===== config.mk =====
export PLATFORM = sky130hd
export DESIGN_NAME = shift_reg_universal
export DESIGN_NICKNAME = d
export VERILOG_FILES = /design/src/rtl/shift_reg_universal.sv
export SDC_FILE = /design/constraint.sdc
export NUM_CORES = 1
export LEC_CHECK = 0
export CELL_PAD_IN_SITES_DETAIL_PLACEMENT = 0
export CELL_PAD_IN_SITES_GLOBAL_PLACEMENT = 1
export CORE_UTILIZATION = 25
export CTS_CLUSTER_DIAMETER = 60
export CTS_CLUSTER_SIZE = 28
export DETAILED_ROUTE_END_ITERATION = 16
export GPL_TIMING_DRIVEN = 0
export PLACE_DENSITY_LB_ADDON = 0.12
export SLEW_MARGIN = 30
export SYNTH_ARGS = -nofsm -noshare
export SYNTH_HDL_FRONTEND = slang
export SYNTH_SLANG_ARGS = --single-unit

===== constraint.sdc =====
create_clock -name clk -period 1.3 [get_ports clk]
set_input_delay 0.195 -clock clk [delete_from_list [all_inputs] [get_ports clk]]
set_output_delay 0.195 -clock clk [all_outputs]
set_load 0.02 [all_outputs]

===== src/rtl/shift_reg_universal.sv =====
// Universal shift register (hold / shift right / shift left / parallel load)
// with a serial bit counter that frames WIDTH-bit words and strobes word_valid.
module shift_reg_universal #(
  parameter  int WIDTH = 8,
  localparam int CW    = $clog2(WIDTH + 1)
) (
  input  logic             clk,
  input  logic             reset,
  input  logic             clr,
  input  logic             en,
  input  logic [1:0]       mode,
  input  logic             sdi_l,
  input  logic             sdi_r,
  input  logic [WIDTH-1:0] pdi,
  output logic [WIDTH-1:0] q,
  output logic             sdo_r,
  output logic             sdo_l,
  output logic [CW-1:0]    bit_cnt,
  output logic             word_valid
);

  localparam logic [1:0]    MODE_HOLD = 2'b00;
  localparam logic [1:0]    MODE_SHR  = 2'b01;
  localparam logic [1:0]    MODE_SHL  = 2'b10;
  localparam logic [1:0]    MODE_LOAD = 2'b11;
  localparam logic [CW-1:0] LAST_BIT  = CW'(WIDTH - 1);

  logic [WIDTH-1:0] q_nxt;
  logic             shift_en;
  logic             load_en;

  // Counter advance; wraps after the last bit of a word.
  function automatic logic [CW-1:0] next_cnt(input logic [CW-1:0] c);
    return (c == LAST_BIT) ? '0 : c + CW'(1);
  endfunction

  always_comb begin
    q_nxt    = q;
    shift_en = 1'b0;
    load_en  = 1'b0;
    case (mode)
      MODE_SHR: begin
        q_nxt    = {sdi_l, q[WIDTH-1:1]};
        shift_en = en;
      end
      MODE_SHL: begin
        q_nxt    = {q[WIDTH-2:0], sdi_r};
        shift_en = en;
      end
      MODE_LOAD: begin
        q_nxt   = pdi;
        load_en = en;
      end
      MODE_HOLD: q_nxt = q;
      default:   q_nxt = q;
    endcase
  end

  // State register: reset > clr > en/mode; clr freezes q and drops the partial word.
  always_ff @(posedge clk) begin
    if (reset) begin
      q          <= '0;
      bit_cnt    <= '0;
      word_valid <= 1'b0;
    end else if (clr) begin
      bit_cnt    <= '0;
      word_valid <= 1'b0;
    end else begin
      word_valid <= 1'b0;
      if (load_en) begin
        q       <= q_nxt;
        bit_cnt <= '0;
      end else if (shift_en) begin
        q          <= q_nxt;
        bit_cnt    <= next_cnt(bit_cnt);
        word_valid <= (bit_cnt == LAST_BIT);
      end
    end
  end

  assign sdo_r = q[0];
  assign sdo_l = q[WIDTH-1];

endmodule


# Word-level counts from Yosys, hierarchy flattened
# Index checks and enable logic that the tools add are counted.
dict set report classes {
  n_addsub 1
  n_eq_ne 4
  n_mux 6
  bitwise 2
  n_reduce_logical 6
}
# op n
set op_table {}
lappend op_table {{case mux 8 bit (4 select lines)} 1}
lappend op_table {{2-to-1 mux 8 bit} 2}
lappend op_table {{adder 4 x 1 -> 4 bit, second input constant} 1}
lappend op_table {{== test 2 bit, second input constant} 2}
lappend op_table {{== test 4 x 3 -> 1 bit, second input constant} 1}
lappend op_table {{2-to-1 mux 4 bit} 1}
lappend op_table {{OR reduction 4 bit} 1}
lappend op_table {{OR reduction 3 bit} 1}
lappend op_table {{== test 2 x 1 -> 1 bit, second input constant} 1}
lappend op_table {{zero test 2 bit} 1}
lappend op_table {{2-to-1 mux 1 bit} 2}
lappend op_table {{inverter 1 bit} 2}
lappend op_table {{AND reduction 2 bit} 1}
lappend op_table {{nonzero test 2 bit} 1}
lappend op_table {{OR reduction 2 bit} 1}
dict set report word_totals {
  ff_bits 13
  input_bits 16
  wordCells 22
}

# Depth between registers and ports, before layout
dict set report logic_depth {
  word_depth 5
  depth_mapped 6
  ltp_nobuf 5
}

# Worst setup path before layout
# OpenSTA, ideal clock, no wires.
dict set report synth_timing {
  kind {in2reg}
  start {input port mode[0]}
  end {register q[0]}
  setup_time_ps 72
  arrival_time_ps 1271
  required_ps 1228
  setup_slack_ps -42
  cell_stages 5
  cell_sequence {inv_1 ha_1 or2_2 a31oi_4 o2bb2ai_1}
}
dict set report synth_between {
  elab_chain_cells 5
  elab_cells_between_ends 12
  cone_classes {eq/ne: 3; mux: 5; reduce/logical: 4}
}
# item line_no
set synth_lines {}
lappend synth_lines {{start, declared} 11} ;# input logic [1:0] mode,
lappend synth_lines {{== test 2 bit or == test 2 x 1 -> 1 bit (tied branches)} 41} ;# case (mode)
lappend synth_lines {{OR reduction 2 bit (no line)} n/a}
lappend synth_lines {{2-to-1 mux 1 bit} 41}
lappend synth_lines {{nonzero test 2 bit (no line)} n/a}
lappend synth_lines {{AND reduction 2 bit (no line)} n/a}
lappend synth_lines {{end signal, assigned} 71} ;# q <= q_nxt;
lappend synth_lines {{end signal, assigned} 74} ;# q <= q_nxt;
lappend synth_lines {{end, declared} 15} ;# output logic [WIDTH-1:0] q,
# Parallel ways exist; a longest one is shown, timed or not. The select of a mux whose other input is x is not followed.
# A chain may end at the register's enable or synchronous reset.

# Worst setup path in the final report
dict set report layout_timing {
  start {register bit_cnt[0]}
  end {register bit_cnt[3]}
}
dict set report layout_between {
  elab_chain_cells 2
  elab_cells_between_ends 3
  cone_classes {add/sub: 1; eq/ne: 1; mux: 1}
}
# item line_no
set layout_lines {}
lappend layout_lines {{start, declared} 18} ;# output logic [CW-1:0] bit_cnt,
lappend layout_lines {{start signal, assigned} 75} ;# bit_cnt <= next_cnt(bit_cnt);
lappend layout_lines {{adder 4 x 1 -> 4 bit or == test 4 x 3 -> 1 bit (tied branches)} 34} ;# return (c == LAST_BIT) ? '0 : c + CW'(1);
lappend layout_lines {{2-to-1 mux 4 bit *} 34}
# Every way passes the cells marked *; elsewhere a longest branch is shown, timed or not.

==> metrics.md <==
| Metric | Value |
|---|---|
| P per Cell Area | 797 mW/mm^2 |
| Vias per std cell | a little under 5 |
| Max stage delay cell, worst path | or4_1 |
| Gr ovfl total | 0 |
| Final setup fails | 0 |
| Setup TNS | 0 ns |
| Worst setup path class | register to register |
| Fin crit share | a little over nine tenths |
| Gpl congestion | 0.648 |
| Most frequent cells in the layout | dlygate4sd2_1 (13), dfxtp_1 (12), clkdlybuf4s50_1 (12) |
| Initial antenna violation count | 0 |
| Pint | 0.000609 W |
| Clock Path Buffers | 2 |
| Clock Sinks | 13 |
| Run status | complete, no violations |
| Drt first pass iters | 4 |
| Largest cells by area after synthesis | dfxtp_1 (39%), a22o_1 (10%), o2bb2ai_1 (10%) |
| Initial Util | a little over a quarter |
| Post-Route WL | 1.66 mm |
| Final hold vios | 0 |
| Part of the power in registers | 49.3% |
| Seq cells post-synth | 13 |
| Seq/Total Area, Yosys | around 39% |
| Number of global-route vias before repair | 623 |
| Die area | 0.00290 mm^2 |
| Row cnt | 18 |
| Worst Max-Slew Pin Slew | around 0.44 ns |
| Die height | ~54 um |
| Yosys cell types | 20 |
| Routed Antenna Nets | 0 |
| Leakage | 0.452 nW |
| Number of buffers created by CTS | 3 |
| H-tree depth | 1 |
| Root Buffer | clkbuf_4 |
| Sw power | about 0.00022 W |
| Crit path max fanout | 5 |
| CTS tree | yes |
| Worst Path Required | between 1.5 and 2 ns |
| Post-CTS setup buffers | 0 |
| Final Max Slew Viols | 0 |
| RSZ-0062 raised after global routing | false |
| Worst skew pair latency | 0.27 ns |
| Crit path cell chain | ha_1, or4_1, a21oi_1 |
| Total GRT Usage | 13.5% |
| Total vias in the final route | 667 |
| HPWL Detailed | 1.18 mm |
| Largest net degree at the start of global routing | 11 |
| Drt first-iter violations | 6 |
| Syn Area/Cell | 9.20 um^2 |
| Placed insts | 133 |
| Worst hold path type | input port to register |
| Fmax achieved | about 790 MHz |
| DRC | 0 |
| Relative slew slack | 70.7% |
| Core footprint | 0.00250 mm^2 |
| Antenna cells | 0 |
| Combinational share of power | slightly above 20% |
| Area share of the largest cell type after synthesis | between 30 and 40% |
| Commonest non-fill, non-tap cell in the layout | dlygate4sd2_1 |
| Sw frac | between 20% and 30% |
| Fin cells | 136 |
| Area Overhead vs Synth | 55.5% |
| Synth area leader | dfxtp_1 |
| Syn_nets | 93 |
| Clock skew | 0.00143 ns |
| Synthesized netlist cell count | 73 |
| Fill count | 272 |
| Crit path capture type | register |
| Die Width | 53.8 um |
| Io pins | 31 |
| NumNets Final | 127 |
| Syn Std Cell Area | 672 um^2 |
| Max VDD drop | 0.359 mV |
| Global-route wire length before repair | 2.73 mm |
| Clock transition at path regs | 0.08 ns |
| Clk pwr share | 30.3% |
| I/O Buffers | 30 |
| Critical Path Max Stage Delay | 0.51 ns |
| Period minus WS final | 1.26 ns |
| Max-Cap Viols | 0 |
| Crit path DAT | 1.47 ns |
| DR WL/cell | 12.2 um |
| Setup crit start kind | register |
| Yosys warnings | 0 |
| Layout cells sized above 1 | between 15 and 20% |
worst max-delay path: cells and delay by family (launching register included):
kind            cells  cell delay [ns]
flops               1             0.35
fa+ha+maj           1             0.22
simple gates        1             0.51
compound gates      1             0.13
worst paths after layout:
kind                    from          to  slack (ns)  cells past startpoint
setup / recovery  bit_cnt[0]  bit_cnt[3]        0.04                      3
hold reg to reg   bit_cnt[0]  bit_cnt[0]        0.50                      2
hold / removal            en  word_valid        0.32                      3
setup reg to reg  bit_cnt[0]  bit_cnt[3]        0.04                      3
registers in the layout (all words and copies together), names as in the netlist:
register and flops:
bit_cnt 4, q 8, word_valid 1
synth_stat cells (all sizes together):
library cell,count
or4,1
xor2,1
o2bb2ai,8
ha,4
o21ai,1
nor2,3
buf,2
or2,1
o2111ai,1
nand2,6
a22o,8
nor4,1
a31oi,1
and2b,1
nand3,4
clkbuf,2
a21oi,11
dfxtp,13
inv,4
kinds of logic after synthesis:
kind of cell / synth area share [%]
AO/OA/AOI/OAI: 34.3
XOR/XNOR: 1.30
adder cells (fa/ha/maj): 7.45
buffers and inverters: 5.59
flip-flops: 38.7
AND/OR/NAND/NOR: 12.7
power groups by stage:
stage / Sequential [W] / Combinational (W) / Clock (W)
6_report: 0.000410 / 0.000170 / 0.000252
5_1_grt: 0.000412 / 0.000184 / 0.000288
4_1_cts: 0.000410 / 0.000171 / 0.000256
3_5_place_dp: 0.000420 / 0.000168 / 0
3_3_place_gp: 0.000420 / 0.000168 / 0
2_1_floorplan: 0.000426 / 0.0000778 / 0
through the flow:
stage | setup slack, ns | hold slack [ns] | utilization (%) | instance area [um^2] | total power (W)
after floorplan | 0.00193 | 0.349 | - | 679 | 0.000504
after global placement | -0.717 | 0.491 | 40.7 | 1020 | 0.000587
after detailed placement | -0.737 | 0.488 | 40.7 | 1020 | 0.000588
after CTS | 0.0102 | 0.498 | 41.6 | 1040 | 0.000837
after global routing | 0.00147 | 0.335 | 41.8 | 1040 | 0.000884
final | 0.0397 | 0.324 | 41.8 | 1040 | 0.000832
cell type report:
type	count	area [um^2]	area share, %
Buffer	3	20.0	1.92
Inverter	4	15.0	1.44
Timing Repair Buffer	30	277	26.5
Sequential cell	13	262	25.0
Tap cell	30	37.5	3.59
Clock buffer	4	26.3	2.51
Multi-Input combinational cell	52	408	39.0
metal layers:
layer  share of wire [%]  up-vias  GRT usage [%]
li1                    -      342              -
met1                  53      305           18.4
met2                  40       18           19.5
met3                 5.7        2           3.39
met4                0.90        0           6.58
met5                   0        -              0
what timing repair did:
action	in CTS	in global routing
gates resized for setup	22	9
hold buffers	0	0
pin swaps	2	0
endpoints found under the setup margin	28	4
(Power assumes the default switching activity.)
